$ cat src/rtl/cpu_pkg.sv
// Shared definitions for the CPU store path: store-op encodings, the store
// FSM state encoding and a small alignment helper.
package cpu_pkg;

  localparam int unsigned DataW = 32;

  // Store op as presented on the stop bus.
  typedef enum logic [1:0] {
    ST_NONE = 2'b00,
    ST_W    = 2'b01,
    ST_H    = 2'b10,
    ST_B    = 2'b11
  } store_op_e;

  // Store-side FSM states.
  typedef enum logic [2:0] {
    StIdle  = 3'd0,
    StRead  = 3'd1,
    StMerge = 3'd2,
    StWrite = 3'd3,
    StFault = 3'd4
  } state_e;

  // A word store needs both low address bits clear; a halfword store needs
  // an even address. Bytes are always aligned.
  function automatic logic is_misaligned(store_op_e op, logic [1:0] lane);
    logic mis;
    mis = 1'b0;
    case (op)
      ST_W:    mis = (lane != 2'b00);
      ST_H:    mis = lane[0];
      default: mis = 1'b0;
    endcase
    return mis;
  endfunction

endpackage

$ cat src/rtl/din_byte_merge.sv
// Combinational lane merge: drops the low byte/halfword of wr_data into the
// selected lane of old_word. A word op passes wr_data straight through.
module din_byte_merge
  import cpu_pkg::*;
(
  input  logic [DataW-1:0] old_word,
  input  logic [DataW-1:0] wr_data,
  input  store_op_e        op,
  input  logic [1:0]       lane,
  output logic [DataW-1:0] merged
);

  // Replace only the addressed lane; everything else keeps the old word.
  always_comb begin
    merged = old_word;
    case (op)
      ST_W: merged = wr_data;
      ST_H: begin
        if (lane[1]) begin
          merged[31:16] = wr_data[15:0];
        end else begin
          merged[15:0] = wr_data[15:0];
        end
      end
      ST_B: begin
        case (lane)
          2'd0:    merged[7:0]   = wr_data[7:0];
          2'd1:    merged[15:8]  = wr_data[7:0];
          2'd2:    merged[23:16] = wr_data[7:0];
          default: merged[31:24] = wr_data[7:0];
        endcase
      end
      default: merged = old_word;
    endcase
  end

endmodule

$ cat src/rtl/din_merger.sv
// Store-side data path towards a word-only data memory. Word stores write
// directly; byte/halfword stores read the word, merge the lane and write it
// back. Misaligned requests pulse err and never touch memory.
module din_merger
  import cpu_pkg::*;
(
  input  logic        clk,
  input  logic        rst_n,
  input  logic        start,
  input  logic [1:0]  stop,
  input  logic [31:0] addr,
  input  logic [31:0] rt_data,
  output logic        busy,
  output logic        done,
  output logic        err,
  output logic [31:0] mem_addr,
  output logic        mem_re,
  input  logic [31:0] mem_rdata,
  output logic        mem_we,
  output logic [31:0] mem_wdata
);

  state_e          state_q;
  store_op_e       op_q;
  logic [1:0]      lane_q;
  logic [31:0]     data_q;

  store_op_e       op_in;
  store_op_e       merge_op;
  logic [1:0]      merge_lane;
  logic [31:0]     merge_old;
  logic [31:0]     merge_data;
  logic [31:0]     merged;

  assign op_in = store_op_e'(stop);

  // In IDLE the merger sees the live request (only a word store uses the
  // result there, so old word is irrelevant); in MERGE it sees the latched
  // request and the word returned by memory.
  always_comb begin
    merge_op   = op_q;
    merge_lane = lane_q;
    merge_data = data_q;
    merge_old  = mem_rdata;
    if (state_q == StIdle) begin
      merge_op   = op_in;
      merge_lane = addr[1:0];
      merge_data = rt_data;
      merge_old  = '0;
    end
  end

  din_byte_merge u_byte_merge (
    .old_word (merge_old),
    .wr_data  (merge_data),
    .op       (merge_op),
    .lane     (merge_lane),
    .merged   (merged)
  );

  // Store FSM; every output is a register so nothing combinational reaches
  // the pins from the request inputs.
  always_ff @(posedge clk or negedge rst_n) begin
    if (!rst_n) begin
      state_q   <= StIdle;
      op_q      <= ST_NONE;
      lane_q    <= 2'b00;
      data_q    <= '0;
      busy      <= 1'b0;
      done      <= 1'b0;
      err       <= 1'b0;
      mem_addr  <= '0;
      mem_re    <= 1'b0;
      mem_we    <= 1'b0;
      mem_wdata <= '0;
    end else begin
      // Strobes are single-cycle unless a state re-asserts them.
      done      <= 1'b0;
      err       <= 1'b0;
      mem_re    <= 1'b0;
      mem_we    <= 1'b0;
      mem_wdata <= '0;
      case (state_q)
        StIdle: begin
          if (start && (op_in != ST_NONE)) begin
            op_q     <= op_in;
            lane_q   <= addr[1:0];
            data_q   <= rt_data;
            mem_addr <= {addr[31:2], 2'b00};
            busy     <= 1'b1;
            if (is_misaligned(op_in, addr[1:0])) begin
              state_q <= StFault;
              err     <= 1'b1;
            end else if (op_in == ST_W) begin
              state_q   <= StWrite;
              mem_we    <= 1'b1;
              done      <= 1'b1;
              mem_wdata <= merged;
            end else begin
              state_q <= StRead;
              mem_re  <= 1'b1;
            end
          end
        end
        StRead: begin
          // Read strobe was issued on entry; data arrives during MERGE.
          state_q <= StMerge;
        end
        StMerge: begin
          state_q   <= StWrite;
          mem_we    <= 1'b1;
          done      <= 1'b1;
          mem_wdata <= merged;
        end
        StWrite, StFault: begin
          state_q <= StIdle;
          busy    <= 1'b0;
        end
        default: begin
          state_q <= StIdle;
          busy    <= 1'b0;
        end
      endcase
    end
  end

endmodule
$ cat config.mk
export PLATFORM = sky130hd
export DESIGN_NAME = din_merger
export DESIGN_NICKNAME = d
export VERILOG_FILES = /design/src/rtl/cpu_pkg.sv /design/src/rtl/din_byte_merge.sv /design/src/rtl/din_merger.sv
export SDC_FILE = /design/constraint.sdc
export NUM_CORES = 1
export LEC_CHECK = 0
export CORE_MARGIN = 2
export CORE_UTILIZATION = 50
export DETAILED_ROUTE_END_ITERATION = 8
export GPL_TIMING_DRIVEN = 0
export HOLD_SLACK_MARGIN = 0.02
export PLACE_DENSITY = 0.88
export SLEW_MARGIN = 40
export SYNTH_ARGS = -nofsm -noshare
export SYNTH_HDL_FRONTEND = slang
export SYNTH_SLANG_ARGS = --single-unit
$ cat constraint.sdc
create_clock -name clk -period 2.9 [get_ports clk]
set_input_delay 0.725 -clock clk [delete_from_list [all_inputs] [get_ports clk]]
set_output_delay 0.725 -clock clk [all_outputs]
set_load 0.01 [all_outputs]
; ---- After elaboration in Yosys (flattened, before gate mapping)
; Index checks and enable logic that the tools add are counted.
[totals]
ff_bits = 105
inputBits = 101
output_inout_bits = 69
wordCells = 65
[op_classes]
eq_ne = 10
n_mux = 35
bitwise = 1
reduce_logical = 9
[ops]
columns = cell, count
row1 = $mux 32, 5
row2 = $pmux 32 s3, 1
row3 = $pmux 32 s2, 1
row4 = $mux 16, 2
row5 = $mux 8, 4
row6 = $mux 1, 13
row7 = $pmux 3 s3, 1
row8 = $eq 2x2->1 const B, 4
row9 = $eq 2x1->1 const B, 3
row10 = $mux 2, 3
row11 = $mux 3, 2
row12 = $pmux 1 s2, 3
row13 = $reduce_and 2->1, 2
row14 = $reduce_bool 2->1, 2
row15 = $eq 3x1->1 const B, 1
row16 = $eq 3x2->1 const B, 1
row17 = $logic_not 3->1, 1
row18 = $reduce_or 3->1, 1
row19 = $logic_not 2->1, 1
row20 = $ne 2x1->1 const B, 1
row21 = $reduce_or 2->1, 1
row22 = $logic_and 1x1->1, 1
row23 = $not 1->1, 1

; ---- Longest topological paths before layout
; Gate-level depths: netlist of run 1.
[depth]
ltp_word = 10
mapped_depth = 10
ltp_nobuf = 8

; ---- Hierarchy
; From an unflattened synthesis of run 1, not the netlist that was laid out.
[hier_totals]
cells_unflattened = 471
area_unflattened_um2 = 5582.9
[by_module_without_submodules]
columns = module, n_inst, cells_per_inst, area_each_um2, seq_area_each_um2
row1 = din_merger, 1, 321, 4510.6, 2627.5
row2 = din_byte_merge, 1, 150, 1072.3, 0.0

; ---- Least setup slack after synthesis of run 1
; No wires, ideal clock.
[synth_timing]
path_kind = input-to-reg
startpoint = input stop[1]
endpoint = register mem_wdata[28]
setup_time_ns = 0.141
arrival_time_ns = 2.559
required_time_ns = 2.759
slack_ns = 0.200
cell_stages = 9
path_buffers = 1
path_cell_list = clkbuf_1 inv_1 ha_1 and3b_1 o221ai_2 inv_1 and2_4 a22oi_1 o221ai_1
[synth_via]
elab_chain_cells = 7
word_cells_on_any_way = 16
cone_classes = eq/ne (5) / mux (9) / reduce/logical (2)
[synth_rtl]
columns = element, line
row1 = start: declaration, din_merger.sv:10  ; input logic [1:0] stop,
row2 = "$mux 2, or another cell as far along", din_merger.sv:45  ; if (state_q == StIdle) begin
row3 = "$eq 2x2->1, or another cell as far along", din_byte_merge.sv:16  ; case (op)
row4 = $pmux 32 s3 or $mux 1 (tied branches), "din_byte_merge.sv:16, din_merger.sv:85"
row5 = $mux 32 or $mux 1 (tied branches), "din_merger.sv:94, din_merger.sv:83"
row6 = $mux 32, din_merger.sv:91  ; if (is_misaligned(op_in, addr[1:0])) begin
row7 = $mux 32, din_merger.sv:85  ; if (start && (op_in != ST_NONE)) begin
row8 = $pmux 32 s2 *, din_merger.sv:83  ; case (state_q)
row9 = end signal: assignment, din_merger.sv:98  ; mem_wdata <= merged;
row10 = end signal: assignment, din_merger.sv:113  ; mem_wdata <= merged;
row11 = end: declaration, din_merger.sv:20  ; output logic [31:0] mem_wdata
; Every way passes the cells marked *; elsewhere a longest branch is shown, timed or not. The select of a mux whose other input is x is not followed.
; A chain may end at the register's enable or synchronous reset.

; ---- Worst setup path in the final report of run 1
[layout_timing]
startpoint = input stop[0]
endpoint = register mem_wdata[26]
; Same word-level chain as after synthesis.

==> impl_results.rst, run 1 <==
.. list-table::
   :header-rows: 1

   * - Metric
     - Value
   * - Result of the run
     - finished, final reports clean
   * - Non-filler instance count after layout
     - 1000
   * - Number of cells in the design after placement
     - 981
   * - Peak Freq
     - 357 MHz
   * - Routed vias/inst
     - 5.97
   * - Area of all placed cells without fillers
     - 7940 µm²
   * - Setup repair after global routing missed its margin
     - no
   * - Fraction of power consumed by the clock network
     - 15.5%
   * - Residual overflow from global routing
     - 0
   * - X dimension of the die
     - 111 µm
   * - Number of primary I/O pins
     - 170
   * - Number of buffers on the longest clock path
     - 2
   * - Cell row count
     - 38
   * - Synthesized cell area
     - 5690 µm²
   * - Flip-flop and latch count after synthesis
     - 105
   * - Final number of setup-violating endpoints
     - 0
   * - Area post-placement
     - 7560 µm²
   * - Deepest level of the CTS H-tree
     - 3
   * - Reg-to-reg setup timing slack
     - 0.36 ns
   * - Initial detailed-routing violation count
     - 627
   * - Area added between synthesis and finish
     - 39.6%
   * - Switching power summed over all nets
     - 3.55 mW
   * - MaxCap Viol Count
     - 0
   * - Switching share of total power
     - 43.1%
   * - Leakage power figure
     - 3.68 nW
   * - Floorplan Core Area
     - 11000 µm²
   * - Startpoint type of the worst setup path
     - input port
   * - Number of buffers added by the clock tree synthesis step
     - 9
   * - Share of the cycle needed by the critical path after routing
     - 96.7%
   * - Input/output buffers
     - 166
   * - Proportion of netlist area held by the largest area contributor
     - 46.2%
   * - Sequential cell fraction of total power
     - 29.7%
   * - Crit path required time
     - 3.10 ns
   * - # nets final
     - 959
   * - Kind of capture point of the worst setup path
     - flop
   * - Hold Crit Class
     - input port to async pin
   * - Vias
     - 5970
   * - Average routed wire per standard cell
     - 21.7 µm
   * - Residual DRC count
     - 0
   * - Total Die Area
     - 12200 µm²
   * - Share of final-layout standard cells stronger than drive strength 1
     - 8.02%
   * - Cell Pwr Density
     - 1040 nW/µm²
   * - Count of nets left with antenna violations after detail routing
     - 0
   * - Internal cell power
     - 4.68 mW
   * - Vias in the first global route
     - 6009
   * - First-pass GRT wire length
     - 33.4 mm
   * - Biggest fanout along the worst timing path
     - 10
   * - Post-synthesis cell type with the largest combined area
     - sky130_fd_sc_hd__dfrtp_1
   * - Number of standard cells after synthesis
     - 673
   * - Clock tree from TritonCTS
     - built
   * - Top area cells in the synthesized netlist
     - sky130_fd_sc_hd__dfrtp_1 46%, sky130_fd_sc_hd__nand2_1 15%, sky130_fd_sc_hd__mux2i_1 6.2%
   * - Clock Sink Count
     - 105
   * - Final sum of negative setup slack
     - 0 ns
   * - CTS Hold Bufs
     - 0
   * - Most common flop cell mapped by yosys
     - sky130_fd_sc_hd__dfrtp_1
   * - Portion of total power attributed to combinational logic
     - 54.8%
   * - Number of enable-type register cells in the synthesized netlist
     - 0
   * - Worst IR Drop VDD
     - 699 µV
   * - Vert. Die Dim
     - 111 µm
   * - Global placement routability congestion
     - 0.956
   * - CTS root buf
     - sky130_fd_sc_hd__clkbuf_16
   * - Register clock-pin slew on the reported worst setup and hold paths
     - 0.07 ns
   * - Shortest period the worst path allows
     - 2.80 ns
   * - Max-slew violation count
     - 0
   * - Unique masters post-synth
     - 52
   * - Estimated wirelength of the detail-placed design
     - 16.0 mm
   * - Pin count of the biggest net entering global routing
     - 62
   * - Data arrival time of the worst path
     - 3.01 ns
   * - Actual transition at the worst max-transition pin
     - 0.711 ns
   * - Initial antenna violation count
     - 0
   * - Fraction of registers with async set or reset after synthesis
     - 100%
   * - Final clock skew
     - 0.00957 ns
   * - Crit path kind
     - input port to flop
   * - Initial core utilization
     - 51.8%
   * - GRT Overall Usage
     - 35.2%
   * - Worst slew margin relative to its limit
     - 52.6%
   * - Hold Vio Cnt, Final
     - 0
   * - GR peak layer
     - met2
   * - Synthesized area per cell
     - 8.45 µm²
   * - Met3 usage
     - 9.66%
   * - DR pass1 iterations
     - 8
   * - Wire length reported by the detailed router
     - 21.7 mm
   * - Total power
     - 8.23 mW
   * - Sequential cell area fraction in the yosys report
     - 46.2%
   * - GRT met1 Usage
     - 45.5%
   * - Insertion delay to the later sink of the worst-skew pair
     - 0.36 ns
   * - # diodes
     - 0
   * - Warning count from the yosys run
     - 0
   * - Met2 Track Usage GR
     - 56.9%
[power groups by stage]
stage	Clock (mW)	Sequential, mW	Combinational, mW
after floorplan	0	2.56	2.26
after detailed placement	0	2.45	4.29
after global placement	0	2.42	4.20
after CTS	1.27	2.43	4.40
after global routing	1.33	2.50	4.78
final	1.28	2.44	4.51
[final timing paths]
kind | from | to | depth (start not counted)
max in group asynchronous | rst_n | data_q[8] | 2
hold / removal | rst_n | mem_wdata[11] | 1
hold reg to reg | data_q[23] | data_q[23] | 2
setup / recovery | stop[0] | mem_wdata[26] | 10
min in group clk | data_q[23] | data_q[23] | 2
setup reg to reg | op_q[0] | mem_wdata[25] | 8
[synthesized netlist by cell type (2+ instances only)]
library cell / n
sky130_fd_sc_hd__nor3_1: 4
sky130_fd_sc_hd__or3_1: 4
sky130_fd_sc_hd__and3_1: 4
sky130_fd_sc_hd__nand2_1: 234
sky130_fd_sc_hd__nand3b_1: 3
sky130_fd_sc_hd__o32ai_1: 2
sky130_fd_sc_hd__o221ai_1: 3
sky130_fd_sc_hd__nand2b_1: 8
sky130_fd_sc_hd__a211oi_1: 6
sky130_fd_sc_hd__dfrtp_1: 105
sky130_fd_sc_hd__o22ai_1: 4
sky130_fd_sc_hd__a21o_1: 4
sky130_fd_sc_hd__nor2b_1: 8
sky130_fd_sc_hd__o21ai_0: 37
sky130_fd_sc_hd__mux2i_4: 2
sky130_fd_sc_hd__buf_6: 6
sky130_fd_sc_hd__o211ai_1: 10
sky130_fd_sc_hd__a21oi_1: 25
sky130_fd_sc_hd__ha_1: 3
sky130_fd_sc_hd__o2111ai_1: 2
sky130_fd_sc_hd__buf_4: 4
sky130_fd_sc_hd__nor2_1: 27
sky130_fd_sc_hd__mux2i_1: 35
sky130_fd_sc_hd__clkbuf_1: 23
sky130_fd_sc_hd__nand3_1: 40
sky130_fd_sc_hd__mux2_2: 9
sky130_fd_sc_hd__inv_1: 4
sky130_fd_sc_hd__buf_2: 14
sky130_fd_sc_hd__a22oi_1: 12
sky130_fd_sc_hd__a311oi_1: 2
sky130_fd_sc_hd__and2_1: 2
sky130_fd_sc_hd__a2111oi_0: 2
sky130_fd_sc_hd__nand4_1: 6
[flip-flops by register name, indices dropped and copies added (netlist names)]
name,flops
mem_we,1
mem_addr,30
op_q,2
lane_q,2
mem_re,1
busy,1
mem_wdata,32
data_q,32
state_q,3
err,1
[stage by stage]
step                      hold slack [ns]  setup slack [ns]  util (%)
after CTS                           0.271            0.0366      72.0
after global routing                0.285            0.0258      72.3
after global placement              0.449             -2.73      68.5
after floorplan                     0.429             0.200         -
after detailed placement            0.455             -1.11      68.8
final                               0.255            0.0951      72.3
[area by class of cell]
| type | instances | area (µm²) |
|---|---|---|
| tap | 140 | 175 |
| inverter | 4 | 15.0 |
| timing repair buffer | 170 | 1720 |
| fill | 792 | 3040 |
| multi-input combinational | 516 | 2820 |
| clock buffer | 10 | 239 |
| buffer | 49 | 274 |
| clock inverter | 6 | 65.1 |
| sequential | 105 | 2630 |
[layer usage]
layer / up-vias / share of wire [%]
met5: - / 0
met4: 0 / 3.0
met3: 68 / 10
met2: 392 / 47
met1: 2853 / 40
li1: 2657 / -
[logic make-up after synthesis]
logic type,count (synthesis),share of synthesized area (%)
other,1,0.0659
buffers and inverters,53,4.88
muxes,46,8.73
DFF,105,46.2
adders and majority gates,3,0.660
AOI/OAI and AO/OA,120,13.7
and+or+nand+nor,345,25.8
[cells in the final DEF, fill, tap and decap left out, types with 7 or more instances in the layout]
cell	instances
sky130_fd_sc_hd__a21oi_1	25
sky130_fd_sc_hd__a22oi_1	11
sky130_fd_sc_hd__buf_2	14
sky130_fd_sc_hd__buf_4	8
sky130_fd_sc_hd__buf_6	7
sky130_fd_sc_hd__clkbuf_1	21
sky130_fd_sc_hd__clkbuf_16	9
sky130_fd_sc_hd__clkdlybuf4s50_1	164
sky130_fd_sc_hd__dfrtp_1	105
sky130_fd_sc_hd__mux2_2	9
sky130_fd_sc_hd__mux2i_1	35
sky130_fd_sc_hd__nand2_1	234
sky130_fd_sc_hd__nand2b_1	8
sky130_fd_sc_hd__nand3_1	40
sky130_fd_sc_hd__nor2_1	25
sky130_fd_sc_hd__nor2b_1	8
sky130_fd_sc_hd__o211ai_1	10
sky130_fd_sc_hd__o21ai_0	37
[critical path, stage by stage]
cell and delay, ns:
sky130_fd_sc_hd__clkdlybuf4s50_1 0.51, sky130_fd_sc_hd__buf_4 0.19, sky130_fd_sc_hd__inv_1 0.13, sky130_fd_sc_hd__ha_4 0.30, sky130_fd_sc_hd__nand2b_1 0.10, sky130_fd_sc_hd__o221ai_4 0.29, sky130_fd_sc_hd__inv_2 0.13, sky130_fd_sc_hd__and2_4 0.19
sky130_fd_sc_hd__a22oi_2 0.24, sky130_fd_sc_hd__o221ai_1 0.19
[what timing repair did]
item / CTS / global route
buffers inserted: 2 / 1
gates cloned: 0 / 0
pin swaps: 1 / 1
gates resized for setup: 8 / 8
endpoints found under the setup margin: 30 / 26
Note: power is estimated with default switching activity, not from simulation.
==> run 2: changes to the inputs <==
--- a/config.mk
+++ b/config.mk
@@ -5,12 +5,16 @@
 export SDC_FILE = /design/constraint.sdc
 export NUM_CORES = 1
 export LEC_CHECK = 0
+export CAP_MARGIN = 20
+export CELL_PAD_IN_SITES_DETAIL_PLACEMENT = 0
+export CELL_PAD_IN_SITES_GLOBAL_PLACEMENT = 1
 export CORE_MARGIN = 2
-export CORE_UTILIZATION = 50
+export CORE_UTILIZATION = 37
 export DETAILED_ROUTE_END_ITERATION = 8
 export GPL_TIMING_DRIVEN = 0
 export HOLD_SLACK_MARGIN = 0.02
-export PLACE_DENSITY = 0.88
+export PLACE_DENSITY = 0.89
+export RECOVER_POWER = 100
 export SLEW_MARGIN = 40
 export SYNTH_ARGS = -nofsm -noshare
 export SYNTH_HDL_FRONTEND = slang
==> run 2 against run 1 <==
The flow now finishes with violations (max-capacitance violations, max-slew violations). Combinational power fell by 6.9%. Clock power grew 5%. Final cell count increased by 4.7%. Worst hold slack improved by 0.21 ns. Sequential cell count did not move. Cell area up 0.73%. First-iteration DRC count down 26%. Global-route usage is 9.7 points lower. Utilization down 19 points. Clock-buffer cell count increased by 2. Non-clock buffer count down 1. Critical path type unchanged. Critical endpoint is now mem_wdata[29].
==> impl_results.rst, run 2 (synthesis results as in run 1) <==
.. list-table::
   :header-rows: 1

   * - Metric
     - Value
   * - Result of the run
     - finished with violations
   * - Violations in the final reports
     - max-capacitance violations, max-slew violations
   * - Crit path required time
     - 3.12 ns
   * - Largest registers in the final layout
     - data_q (32), mem_wdata (32), mem_addr (30)
   * - GRT met1 Usage
     - 35.6%
   * - Vert. Die Dim
     - 128 µm
   * - Clock tree from TritonCTS
     - built
   * - Initial detailed-routing violation count
     - 465
   * - Launch instance of the worst register-to-register path
     - state_q[1]
   * - Worst Min Path Start
     - mem_addr[4]
   * - MaxCap Viol Count
     - 1
   * - Initial antenna violation count
     - 0
   * - Most frequent cells in the layout
     - 234 x sky130_fd_sc_hd__nand2_1, 105 x sky130_fd_sc_hd__dfrtp_1, 97 x sky130_fd_sc_hd__clkdlybuf4s50_1, 67 x sky130_fd_sc_hd__dlygate4sd3_1, 40 x sky130_fd_sc_hd__nand3_1
   * - GRT Overall Usage
     - 25.4%
   * - Max-slew violation count
     - 40
   * - Estimated wirelength of the detail-placed design
     - 14.8 mm
   * - Average routed wire per standard cell
     - 19.3 µm
   * - Share of the cycle needed by the critical path after routing
     - 96.3%
   * - Register clock-pin slew on the reported worst setup and hold paths
     - 0.07 ns
   * - Deepest level of the CTS H-tree
     - 3
   * - Pin count of the biggest net entering global routing
     - 67
   * - Worst hold path depth
     - 2
   * - Cell row count
     - 45
   * - Actual transition at the worst max-transition pin
     - 2.18 ns
   * - Met3 usage
     - 7.18%
   * - Shortest period the worst path allows
     - 2.79 ns
   * - Startpoint type of the worst setup path
     - input port
   * - Global placement routability congestion
     - 0.928
   * - Final number of setup-violating endpoints
     - 0
   * - Hold Crit Class
     - flop to flop
   * - Final sum of negative setup slack
     - 0 ns
   * - Total Die Area
     - 16400 µm²
   * - Total power
     - 7.97 mW
   * - Hold Vio Cnt, Final
     - 0
   * - Data arrival time of the worst path
     - 3.02 ns
   * - Leakage power figure
     - 3.82 nW
   * - CTS Hold Bufs
     - 0
   * - # diodes
     - 0
   * - Worst IR Drop VDD
     - 426 µV
   * - Initial core utilization
     - 37.7%
   * - Residual overflow from global routing
     - 0
   * - Number of cells in the design after placement
     - 1029
   * - Non-filler instance count after layout
     - 1047
   * - Number of buffers on the longest clock path
     - 2
   * - Biggest fanout along the worst timing path
     - 10
   * - Peak Freq
     - 358 MHz
   * - Worst slew margin relative to its limit
     - -45.6%
   * - Area added between synthesis and finish
     - 40.6%
   * - CTS root buf
     - sky130_fd_sc_hd__clkbuf_16
   * - X dimension of the die
     - 128 µm
   * - Routed vias/inst
     - 5.43
   * - DR pass1 iterations
     - 5
   * - # nets final
     - 958
   * - Least setup slack across all paths after layout
     - 0.107 ns
   * - First-pass GRT wire length
     - 31.8 mm
   * - Number of buffers added by the clock tree synthesis step
     - 9
   * - Number of primary I/O pins
     - 170
   * - Input/output buffers
     - 166
   * - Number of cell instances on the worst register-to-register path
     - 8
   * - Crit path kind
     - input port to flop
   * - Post-Place Setup Slack
     - -1.17 ns
   * - Area post-placement
     - 7620 µm²
   * - Final Util
     - 53.0%
   * - Kind of capture point of the worst setup path
     - flop
   * - Area of all placed cells without fillers
     - 8000 µm²
   * - Crit path launch
     - stop[0]
   * - Met2 Track Usage GR
     - 37.4%
   * - Share of final-layout standard cells stronger than drive strength 1
     - 7.57%
   * - GR peak layer
     - met2
   * - Count of nets left with antenna violations after detail routing
     - 0
   * - Vias in the first global route
     - 5579
   * - Clock Sink Count
     - 105
   * - Residual DRC count
     - 0
   * - Vias
     - 5686
   * - Most common cell after layout, fill and taps aside
     - sky130_fd_sc_hd__nand2_1
   * - Cell Pwr Density
     - 997 nW/µm²
   * - Worst hold slack
     - 0.468 ns
   * - Wire length reported by the detailed router
     - 20.2 mm
   * - Final clock skew
     - 0.00992 ns
   * - Insertion delay to the later sink of the worst-skew pair
     - 0.36 ns
   * - Floorplan Core Area
     - 15100 µm²
==> run 2: cell count changes in the layout (fill, tap and decap cells not counted), sizes merged <==
cell | before | now
bufinv | 1 | 2
clkbuf | 32 | 36
buf | 32 | 29
clkinvlp | 1 | 0
dlygate4sd3 | 0 | 67
clkdlybuf4s50 | 164 | 97
clkinv | 2 | 1
inv | 6 | 5
==> run 2: power breakdown <==
group | switching [mW] | leakage, nW | internal [mW]
registers | 0.341 | 1.35 | 2.08
logic | 2.45 | 2.31 | 1.75
clock network | 0.569 | 0.157 | 0.783
==> run 2: path summary, 6_finish.rpt <==
check / slack [ns] / to
worst max-delay path: 0.11 / mem_wdata[29]
worst min-delay path: 0.47 / mem_addr[4]
worst max register to register: 0.39 / mem_wdata[23]
worst min register to register: 0.47 / mem_addr[4]
max in group asynchronous: 0.65 / data_q[21]
min in group asynchronous: 0.99 / mem_wdata[19]
==> run 2: cell type report <==
type                    instances  area [µm²]
inverters                       4        17.5
flip-flops and latches        105        2630
clock inverters                 4        73.8
multi-input cells             516        2820
clock buffers                  12         246
fillers                      1468        7090
well taps                     188         235
plain buffers                  49         277
repair buffers                169        1700
==> run 2: timing repair <==
item	4_1_cts	5_1_grt
gates cloned	0	0
resized for setup	9	6
buffers inserted	2	0
setup endpoints to repair	33	26
pin swaps	1	1
==> run 2: per-layer routing <==
metal,part of all wire [%],wire (µm)
met5,0,0
met4,2.9,579
met3,11,2170
met2,43,8780
met1,43,8670
==> run 2: critical path, stage by stage <==
cell and delay [ns]:
sky130_fd_sc_hd__clkdlybuf4s50_1 0.51, sky130_fd_sc_hd__buf_4 0.19, sky130_fd_sc_hd__inv_1 0.12, sky130_fd_sc_hd__ha_4 0.30, sky130_fd_sc_hd__nand2b_1 0.09, sky130_fd_sc_hd__o221ai_4 0.33
sky130_fd_sc_hd__inv_4 0.10, sky130_fd_sc_hd__and2_4 0.18, sky130_fd_sc_hd__buf_6 0.15, sky130_fd_sc_hd__a22oi_1 0.16, sky130_fd_sc_hd__o21ai_0 0.15
==> run 3: changes to the inputs <==
--- a/config.mk
+++ b/config.mk
@@ -13,9 +13,9 @@
 export DETAILED_ROUTE_END_ITERATION = 8
 export GPL_TIMING_DRIVEN = 0
 export HOLD_SLACK_MARGIN = 0.02
+export MAX_ROUTING_LAYER = met4
 export PLACE_DENSITY = 0.89
 export RECOVER_POWER = 100
-export SLEW_MARGIN = 40
 export SYNTH_ARGS = -nofsm -noshare
 export SYNTH_HDL_FRONTEND = slang
 export SYNTH_SLANG_ARGS = --single-unit
==> run 3 against run 2 <==
The run still ends with max-capacitance violations, max-slew violations left. Combinational power barely moved. First-iteration DRC count up 31%. Sequential power is essentially flat. Die area unchanged. Clock skew hardly changed. Critical path depth down 5. Sequential share of layout area is 0.12 points higher. Non-clock buffer count unchanged. Maximum frequency shrank 0.16%. Cell area is 0.38% lower. Worst hold slack about the same. Utilization is 0.20 points lower. Critical path type unchanged. Largest power group unchanged. Highest routed layer unchanged.
==> impl_results.rst, run 3 (synthesis results as in run 1) <==
.. list-table::
   :header-rows: 1

   * - Metric
     - Value
   * - Result of the run
     - finished with violations
   * - Violations in the final reports
     - max-capacitance violations, max-slew violations
   * - Worst IR Drop VDD
     - 410 µV
   * - Count of nets left with antenna violations after detail routing
     - 0
   * - Switching power summed over all nets
     - 3.39 mW
   * - Vias in the first global route
     - 5480
   * - Register clock-pin slew on the reported worst setup and hold paths
     - 0.07 ns
   * - Sequential cell fraction of total power
     - 30.8%
   * - Routed vias/inst
     - 5.40
   * - Cells along the critical path
     - dlygate4sd3_1, clkbuf_1, nand2b_1, o21ai_0, o211ai_1, o32ai_1
   * - Vias
     - 5653
   * - Worst Min Path Start
     - mem_addr[19]
   * - Launch instance of the worst register-to-register path
     - op_q[0]
   * - Wire length reported by the detailed router
     - 20.4 mm
   * - Cell Pwr Density
     - 989 nW/µm²
   * - Largest registers in the final layout
     - data_q (32), mem_wdata (32), mem_addr (30)
   * - Estimated wirelength of the detail-placed design
     - 14.8 mm
   * - Crit path kind
     - input port to flop
   * - Crit path required time
     - 3.08 ns
   * - Buffers plus inverters on the worst setup path
     - 2
   * - DR pass1 iterations
     - 6
   * - Reg2reg end
     - mem_wdata[25]
   * - GRT Overall Usage
     - 26.3%
   * - Reg-to-reg setup timing slack
     - 0.12 ns
   * - Portion of total power attributed to combinational logic
     - 53.5%
   * - Area used by multi-input combinational logic
     - 2810 µm²
   * - Data arrival time of the worst path
     - 2.98 ns
   * - Initial antenna violation count
     - 0
   * - Total Die Area
     - 16400 µm²
   * - Leakage power figure
     - 3.80 nW
   * - Share of the cycle needed by the critical path after routing
     - 96.5%
   * - Non-filler instance count after layout
     - 1047
   * - Capture endpoint of the worst hold path
     - mem_addr[19]
   * - Worst slew margin relative to its limit
     - -43.6%
   * - Clock tree from TritonCTS
     - built
   * - Most frequent cells in the layout
     - 234 x sky130_fd_sc_hd__nand2_1, 105 x sky130_fd_sc_hd__dfrtp_1, 96 x sky130_fd_sc_hd__clkdlybuf4s50_1, 68 x sky130_fd_sc_hd__dlygate4sd3_1, 40 x sky130_fd_sc_hd__nand3_1
   * - Actual transition at the worst max-transition pin
     - 2.15 ns
   * - Average routed wire per standard cell
     - 19.5 µm
   * - Pin count of the biggest net entering global routing
     - 68
   * - Most common cell after layout, fill and taps aside
     - sky130_fd_sc_hd__nand2_1
   * - Global placement routability congestion
     - 0.951
   * - Number of primary I/O pins
     - 170
   * - Hold Crit Class
     - flop to flop
   * - # nets final
     - 958
   * - Shortest period the worst path allows
     - 2.80 ns
   * - First-pass GRT wire length
     - 31.6 mm
   * - Cell row count
     - 45
   * - Worst hold slack
     - 0.468 ns
   * - Residual DRC count
     - 0
   * - Worst hold path depth
     - 2
   * - Final Util
     - 52.8%
   * - Input/output buffers
     - 166
   * - Critical path's largest stage delay
     - 0.66 ns
   * - Insertion delay to the later sink of the worst-skew pair
     - 0.36 ns
   * - MaxCap Viol Count
     - 1
   * - CTS Hold Bufs
     - 0
   * - Number of cell instances on the worst register-to-register path
     - 8
   * - Final clock skew
     - 0.00958 ns
   * - Biggest fanout along the worst timing path
     - 10
   * - Setup repair after global routing missed its margin
     - no
   * - Kind of capture point of the worst setup path
     - flop
   * - Vert. Die Dim
     - 128 µm
   * - Hold Vio Cnt, Final
     - 0
   * - Area added between synthesis and finish
     - 40.1%
   * - Filler cell count
     - 1434
   * - Combined flip-flop and latch cell area
     - 2630 µm²
   * - CP delay by family, top
     - buffers and inverters
   * - Initial detailed-routing violation count
     - 607
   * - Internal cell power
     - 4.48 mW
   * - Startpoint type of the worst setup path
     - input port
   * - Switching share of total power
     - 43.1%
   * - Max-slew violation count
     - 39
   * - Total power
     - 7.88 mW
   * - Final number of setup-violating endpoints
     - 0
   * - Number of buffers on the longest clock path
     - 2
   * - Slowest cell on crit path
     - sky130_fd_sc_hd__dlygate4sd3_1
   * - Residual overflow from global routing
     - 0
   * - Clock Sink Count
     - 105
   * - Number of cells in the design after placement
     - 1029
   * - X dimension of the die
     - 128 µm
   * - Floorplan Core Area
     - 15100 µm²
   * - Peak Freq
     - 357 MHz
   * - Share of final-layout standard cells stronger than drive strength 1
     - 7.45%
   * - # diodes
     - 0
   * - Initial core utilization
     - 37.7%
   * - Deepest level of the CTS H-tree
     - 3
   * - CTS root buf
     - sky130_fd_sc_hd__clkbuf_16
   * - Number of buffers added by the clock tree synthesis step
     - 9
   * - Fraction of power consumed by the clock network
     - 15.7%
-- run 3: cell types whose count changed in the layout (fill, tap and decap cells not counted), sizes merged --
cell and change:
clkbuf +6, buf -5, bufinv -2, clkdlybuf4s50 -1, clkinv +1, dlygate4sd3 +1
-- run 3: per-layer routing --
| layer | wire length, µm | global-route usage [%] | vias up |
|---|---|---|---|
| met3 | 2140 | 5.97 | 43 |
| met1 | 8820 | 36.2 | 2604 |
| met5 | 0 | - | - |
| met2 | 8880 | 38.5 | 341 |
| met4 | 536 | 8.86 | 0 |
| li1 | - | - | 2665 |
-- run 3: through the flow --
step | area [µm²] | worst slack (ns) | setup TNS [ns]
2_1_floorplan | 5690 | 0.200 | 0
3_3_place_gp | 7590 | -3.04 | -363.92
3_5_place_dp | 7610 | -1.11 | -44.00
4_1_cts | 7950 | 0.0116 | 0
5_1_grt | 7970 | 0.00578 | 0
6_report | 7970 | 0.102 | 0
-- run 3: layout make-up --
cell class	instances	area share, %
buffer	49	3.50
clock buffer	13	3.39
clock inverter	3	0.283
inverter	4	0.220
multi-input combinational	516	35.3
sequential	105	33.0
tap	188	2.95
timing repair buffer	169	21.3
-- run 3: how the worst max path moves through the flow --
stage / startpoint / endpoint / slack (ns) / cells after the start
3_3_place_gp: rst_n / mem_addr[3] / -3.04 / 1
4_1_cts: stop[1] / mem_wdata[26] / 0.01 / 10
2_1_floorplan: stop[1] / mem_wdata[28] / 0.20 / 9
3_5_place_dp: stop[1] / mem_wdata[29] / -1.11 / 11
6_report: addr[1] / mem_wdata[14] / 0.10 / 6
5_1_grt: stop[0] / data_q[3] / 0.006 / 9
-- run 3: what timing repair did --
action,4_1_cts,5_1_grt
setup endpoints to repair,29,25
gates resized for setup,9,6
cloned,0,0
pin swaps,1,1
setup buffers,2,0
-- run 3: power groups by stage --
stage,Clock [mW],Combinational [mW],Sequential [mW]
global route,1.32,4.56,2.49
global placement,0,4.21,2.44
finish,1.23,4.22,2.43
CTS,1.25,4.30,2.44
detailed placement,0,4.23,2.46
floorplan,0,2.26,2.56
-- run 3: tightest hold or removal path, cell delays in order, from the launching register on --
cell	delay [ns]
sky130_fd_sc_hd__dfrtp_1	0.34
sky130_fd_sc_hd__nand2_1	0.05
sky130_fd_sc_hd__nand2_1	0.05
